<file path="src/rtl/updown_sequencer.sv">
// Sweep sequencer that drives an external up/down counter: up to a latched limit, dwell,
// back down to zero. Define SEQ_LOOP_EN to repeat sweeps (via HOLD_BOT) until stop or reset.
module updown_sequencer #(
  parameter int unsigned WIDTH      = 18,
  parameter int unsigned HOLD_TICKS = 4
) (
  input  logic             CLOCK_50,
  input  logic             reset,
  input  logic             tick,
  input  logic             start,
  input  logic             stop,
  input  logic [WIDTH-1:0] limit,
  input  logic [WIDTH-1:0] count,
  output logic             run,
  output logic             dir_up,
  output logic             busy,
  output logic             done,
  output logic [2:0]       state,
  output logic [7:0]       pass_cnt
);

  typedef enum logic [2:0] {
    StIdle    = 3'd0,
    StUp      = 3'd1,
    StHoldTop = 3'd2,
    StDown    = 3'd3,
    StHoldBot = 3'd4
  } state_e;

  localparam logic [7:0] HoldLast = (HOLD_TICKS == 0) ? 8'd0 : 8'(HOLD_TICKS - 1);

  state_e           state_q, state_d;
  logic [WIDTH-1:0] lim_q, lim_d;
  logic [7:0]       hold_cnt_q, hold_cnt_d;
  logic [7:0]       pass_cnt_q, pass_cnt_d;
  logic             done_q, done_d;
  logic             busy_q, dir_up_q;
  logic             hold_exit;

  // A zero-length dwell leaves the hold state unconditionally after one cycle.
  assign hold_exit = (HOLD_TICKS == 0) || (tick && (hold_cnt_q == HoldLast));

  always_comb begin
    state_d    = state_q;
    lim_d      = lim_q;
    hold_cnt_d = hold_cnt_q;
    pass_cnt_d = pass_cnt_q;
    done_d     = 1'b0;
    case (state_q)
      StIdle: begin
        if (start && !stop) begin
          state_d = StUp;
          lim_d   = limit;
        end
      end
      StUp: begin
        if (count >= lim_q) begin
          state_d    = StHoldTop;
          hold_cnt_d = 8'd0;
        end
      end
      StHoldTop: begin
        if (tick) hold_cnt_d = hold_cnt_q + 8'd1;
        if (hold_exit) state_d = StDown;
      end
      StDown: begin
        if (count == '0) begin
          done_d     = 1'b1;
          pass_cnt_d = pass_cnt_q + 8'd1;
          hold_cnt_d = 8'd0;
`ifdef SEQ_LOOP_EN
          state_d    = StHoldBot;
`else
          state_d    = StIdle;
`endif
        end
      end
      StHoldBot: begin
        if (tick) hold_cnt_d = hold_cnt_q + 8'd1;
        if (hold_exit) state_d = StUp;
      end
      default: state_d = StIdle;
    endcase
    // Abort overrides everything, including a pass completing in the same cycle.
    if (stop && (state_q != StIdle)) begin
      state_d    = StIdle;
      done_d     = 1'b0;
      pass_cnt_d = pass_cnt_q;
    end
  end

  always_ff @(posedge CLOCK_50) begin
    if (reset) begin
      state_q    <= StIdle;
      lim_q      <= '0;
      hold_cnt_q <= 8'd0;
      pass_cnt_q <= 8'd0;
      done_q     <= 1'b0;
      busy_q     <= 1'b0;
      dir_up_q   <= 1'b1;
    end else begin
      state_q    <= state_d;
      lim_q      <= lim_d;
      hold_cnt_q <= hold_cnt_d;
      pass_cnt_q <= pass_cnt_d;
      done_q     <= done_d;
      busy_q     <= (state_d != StIdle);
      dir_up_q   <= !((state_d == StHoldTop) || (state_d == StDown));
    end
  end

  // Enable drops at the end points themselves, so the counter never overshoots.
  assign run      = ((state_q == StUp) && (count < lim_q)) ||
                    ((state_q == StDown) && (count != '0));
  assign dir_up   = dir_up_q;
  assign busy     = busy_q;
  assign done     = done_q;
  assign state    = state_q;
  assign pass_cnt = pass_cnt_q;

endmodule

</file>
<file path="config.mk">
export PLATFORM = sky130hd
export DESIGN_NAME = updown_sequencer
export DESIGN_NICKNAME = d
export VERILOG_FILES = /design/src/rtl/updown_sequencer.sv
export SDC_FILE = /design/constraint.sdc
export NUM_CORES = 1
export LEC_CHECK = 0
export CELL_PAD_IN_SITES_DETAIL_PLACEMENT = 1
export CELL_PAD_IN_SITES_GLOBAL_PLACEMENT = 2
export CORE_MARGIN = 2
export CORE_UTILIZATION = 30
export CTS_CLUSTER_SIZE = 40
export DETAILED_ROUTE_END_ITERATION = 8
export PLACE_DENSITY = 0.94
export SYNTH_ARGS = -nofsm -noshare
export SYNTH_HDL_FRONTEND = slang
export SYNTH_SLANG_ARGS = --single-unit
</file>
<file path="constraint.sdc">
create_clock -name CLOCK_50 -period 4.2 [get_ports CLOCK_50]
set_input_delay 0.84 -clock CLOCK_50 [delete_from_list [all_inputs] [get_ports CLOCK_50]]
set_output_delay 0.84 -clock CLOCK_50 [all_outputs]
set_load 0.02 [all_outputs]
</file>
==> flow_summary.yaml <==
die:
  die_x_um: 90.48
  io_pins: 56
  coreArea_um2: 7253
  rows: 31
  start_util: 0.3093
  die_area_um2: 8186
  die_h_um: 90.48
clocking:
  post_cts_buffers: 0
  htree_num_levels: 2
  clk_pin_slew_ns: 0.08
  clk-insertion-delay-late_ns: 0.30
  numCtsBuffers: 5
  cts_root_buf: "clkbuf_8"
  cts_tree: "yes"
  cts_buffer_depth: 2
  clock_sinks: 40
  cts_resized: 0
  hold_buffers: 0
global_routing:
  track_usage: 0.1592
  grt_pass1_wl_um: 10760
  grt_overflow_total: 0
  grt_start_max_net_pins: 24
  grt_antenna_before_repair: 0
  grt_pass1_vias: 2303
synth:
  syn-num-nets: 346
  syn-cell-area_um2: 2243
  ys_seq_elements: 40
  ys_seq_area_frac: 0.3569
  syn_inst: 285
  ys_warn_count: 0
  yosysUniqueCellTypes: 39
  syn_area_per_cell_um2: 7.872
route:
  antenna_left: 0
  vias: 2215
  drt-initial-drc-count: 38
  drc_errors: 0
  wl_per_cell_um: 14.44
  via_per_inst: 5.023
  routed_wl_um: 6367
  dr.pass1.iters: 4
critical_path:
  crit_type: "input port to output pin"
  required_ns: 3.36
  rr_endpoint: "hold_cnt_q[0]"
  crit_arrival_ns: 3.17
  worstRegToRegCells: 8
  crit_path_start_kind: "input port"
  crit_fanout: 2
  slowest_delay_ns: 0.61
  r2r_slack_ns: 1.98
  r2r-start: "lim_q[8]"
  slowest_stage: "clkdlybuf4s50_1"
  cp-end-kind: "output pin"
  crit_top_cell: "clkdlybuf4s50_1"
  cp_cell_sequence: "clkdlybuf4s50_1 -> ha_1 -> a21oi_1 -> o21ai_0 -> a221oi_2 -> and2_1 -> nand3_1 -> nand2_1 -> clkdlybuf4s50_1"
placed_design:
  io_buffers: 55
  gp_congestion: 0.8117
  dpl.hpwl_um: 4939
  dp_cells: 433
finish:
  multi_input_area_um2: 1308
  fin_cells: 441
  seq_area_um2: 800.8
  fillers: 902
  area_delta_synth_final_pct: 34.52
  fin_nets: 402
  drive_above_1_share: 0.04386
  antenna_cells: 0
worst_hold_path:
  hold_end: "lim_q[16]"
  hp-start: "lim_q[16]"
  whs_path_depth: 2
  min_path_type: "register to register"
sta:
  max_slew_margin: 0.4043
  timing.fmax_ghz: 0.2493
  holdWs_ns: 0.4574
  worst-slew-pin-transition_ns: 0.8908
  setup_viol_count_final: 0
  period_share: 0.9549
  min_period_ns: 4.010
  grt_setup_unrepaired: "false"
  maxSlewViolCount: 0
  finClkSkew_ns: 0.006989
  final-hold-violation-count: 0
  fin_setup_tns_ns: 0
pwr:
  p_per_area_nw_per_um2: 292.9
  irDropWorstVdd_v: 0.0001097
  leakagePower_nw: 1.066
run:
  max_cap_viol_count: 0
run_status:
  outcome: "complete, no violations"
through the flow:
stage / instance area [um2] / total power, W / setup slack [ns] / util
after global placement: 2900 / 0.0005642 / 0.1410 / 0.3999
after CTS: 3012 / 0.0008972 / 0.08304 / 0.4152
after global routing: 3018 / 0.0009309 / 0.01318 / 0.4161
final: 3018 / 0.0008840 / 0.1895 / 0.4161
after floorplan: 2243 / 0.0004928 / 1.273 / -
after detailed placement: 2900 / 0.0005701 / 0.09130 / 0.3999
synthesized netlist by cell type:
master	n	area [um2]
nand3_1	10	50.05
o21bai_1	3	22.52
ha_1	20	250.2
or3_1	7	43.79
nor4_1	5	31.28
a21boi_0	3	22.52
o31ai_1	1	7.510
buf_6	1	11.26
a41oi_1	5	43.79
nor4_4	1	21.27
nand2_1	50	187.7
o21ai_0	12	60.06
o21a_1	1	7.510
xnor2_1	2	17.52
and3_1	2	12.51
a21o_1	4	30.03
nor3_1	5	25.02
and2_1	1	6.260
or3_4	1	11.26
clkbuf_1	7	26.28
a21oi_1	30	150.1
nand2b_1	3	18.77
nor3b_1	3	22.52
xor2_1	5	43.79
o32a_1	1	10.01
nor2_1	14	52.55
dfxtp_1	40	800.8
and2b_1	1	7.510
inv_1	25	93.84
nor4b_1	1	8.760
a311oi_1	1	8.760
a211oi_1	1	7.510
buf_2	2	10.01
nand4b_1	1	8.760
a221oi_1	1	8.760
mux2i_1	1	10.01
nand4_1	9	56.30
and4_1	2	17.52
nor2b_1	3	18.77
layout by cell type (no fill, tap or decap), types with 5 or more instances in the layout:
master	instances
nand3_1	10
nor3_1	5
a41oi_1	5
ha_1	20
o21ai_0	12
nor2_1	14
nand4_1	9
xor2_1	5
or3_1	7
clkbuf_8	5
a21oi_1	30
clkdlybuf4s50_1	55
inv_1	25
dfxtp_1	40
nand2_1	50
nor4_1	5
state kept, by name, summed over array words and instances (netlist names):
register and flops:
state 3, busy 1, hold_cnt_q 8, dir_up 1
lim_q 18, done 1, pass_cnt 8
critical path: cells and delay by family:
family	cells	cell delay, ns
fa+ha+maj	1	0.33
buf+inv	2	1.04
compound gates	3	0.59
simple gates	3	0.37
cell families after synthesis:
family,count (synthesis),share of synthesized area
AND/OR/NAND/NOR,119,0.2677
buffers and inverters,35,0.06302
adder cells (fa/ha/maj),20,0.1115
multiplexers,1,0.004462
flip-flops,40,0.3569
XOR/XNOR,7,0.02733
AO/OA/AOI/OAI,63,0.1690
layer usage:
layer / wire [um] / share of wire / global-route usage
met1: 2867 / 0.45 / 0.1934
met2: 3168 / 0.50 / 0.2792
met3: 226 / 0.035 / 0.03506
met4: 104 / 0.016 / 0.04872
met5: 0 / 0 / 0
layout make-up:
type | instances | share of cell area
Sequential cell | 40 | 0.2653
Clock buffer | 5 | 0.02280
Timing Repair Buffer | 59 | 0.1924
Clock inverter | 3 | 0.01410
Tap cell | 99 | 0.04104
Multi-Input combinational cell | 210 | 0.4332
Inverter | 25 | 0.03109
power by group:
part | leakage [nW] | internal (W) | total, W | switching, W
Clock | 0.0541 | 0.000176 | 0.000322 | 0.000146
Combinational | 0.687 | 0.0000793 | 0.000160 | 0.0000806
Sequential | 0.325 | 0.000392 | 0.000402 | 0.0000101
worst max path at each step:
stage / startpoint / to / cells after the start / slack (ns)
3_5_place_dp: count[13] / run / 9 / 0.09
3_3_place_gp: count[13] / run / 9 / 0.14
2_1_floorplan: count[13] / run / 7 / 1.27
6_report: count[11] / run / 9 / 0.19
5_1_grt: count[11] / run / 9 / 0.01
4_1_cts: count[13] / run / 9 / 0.08
No activity file was read; power rests on OpenSTA's default activity.
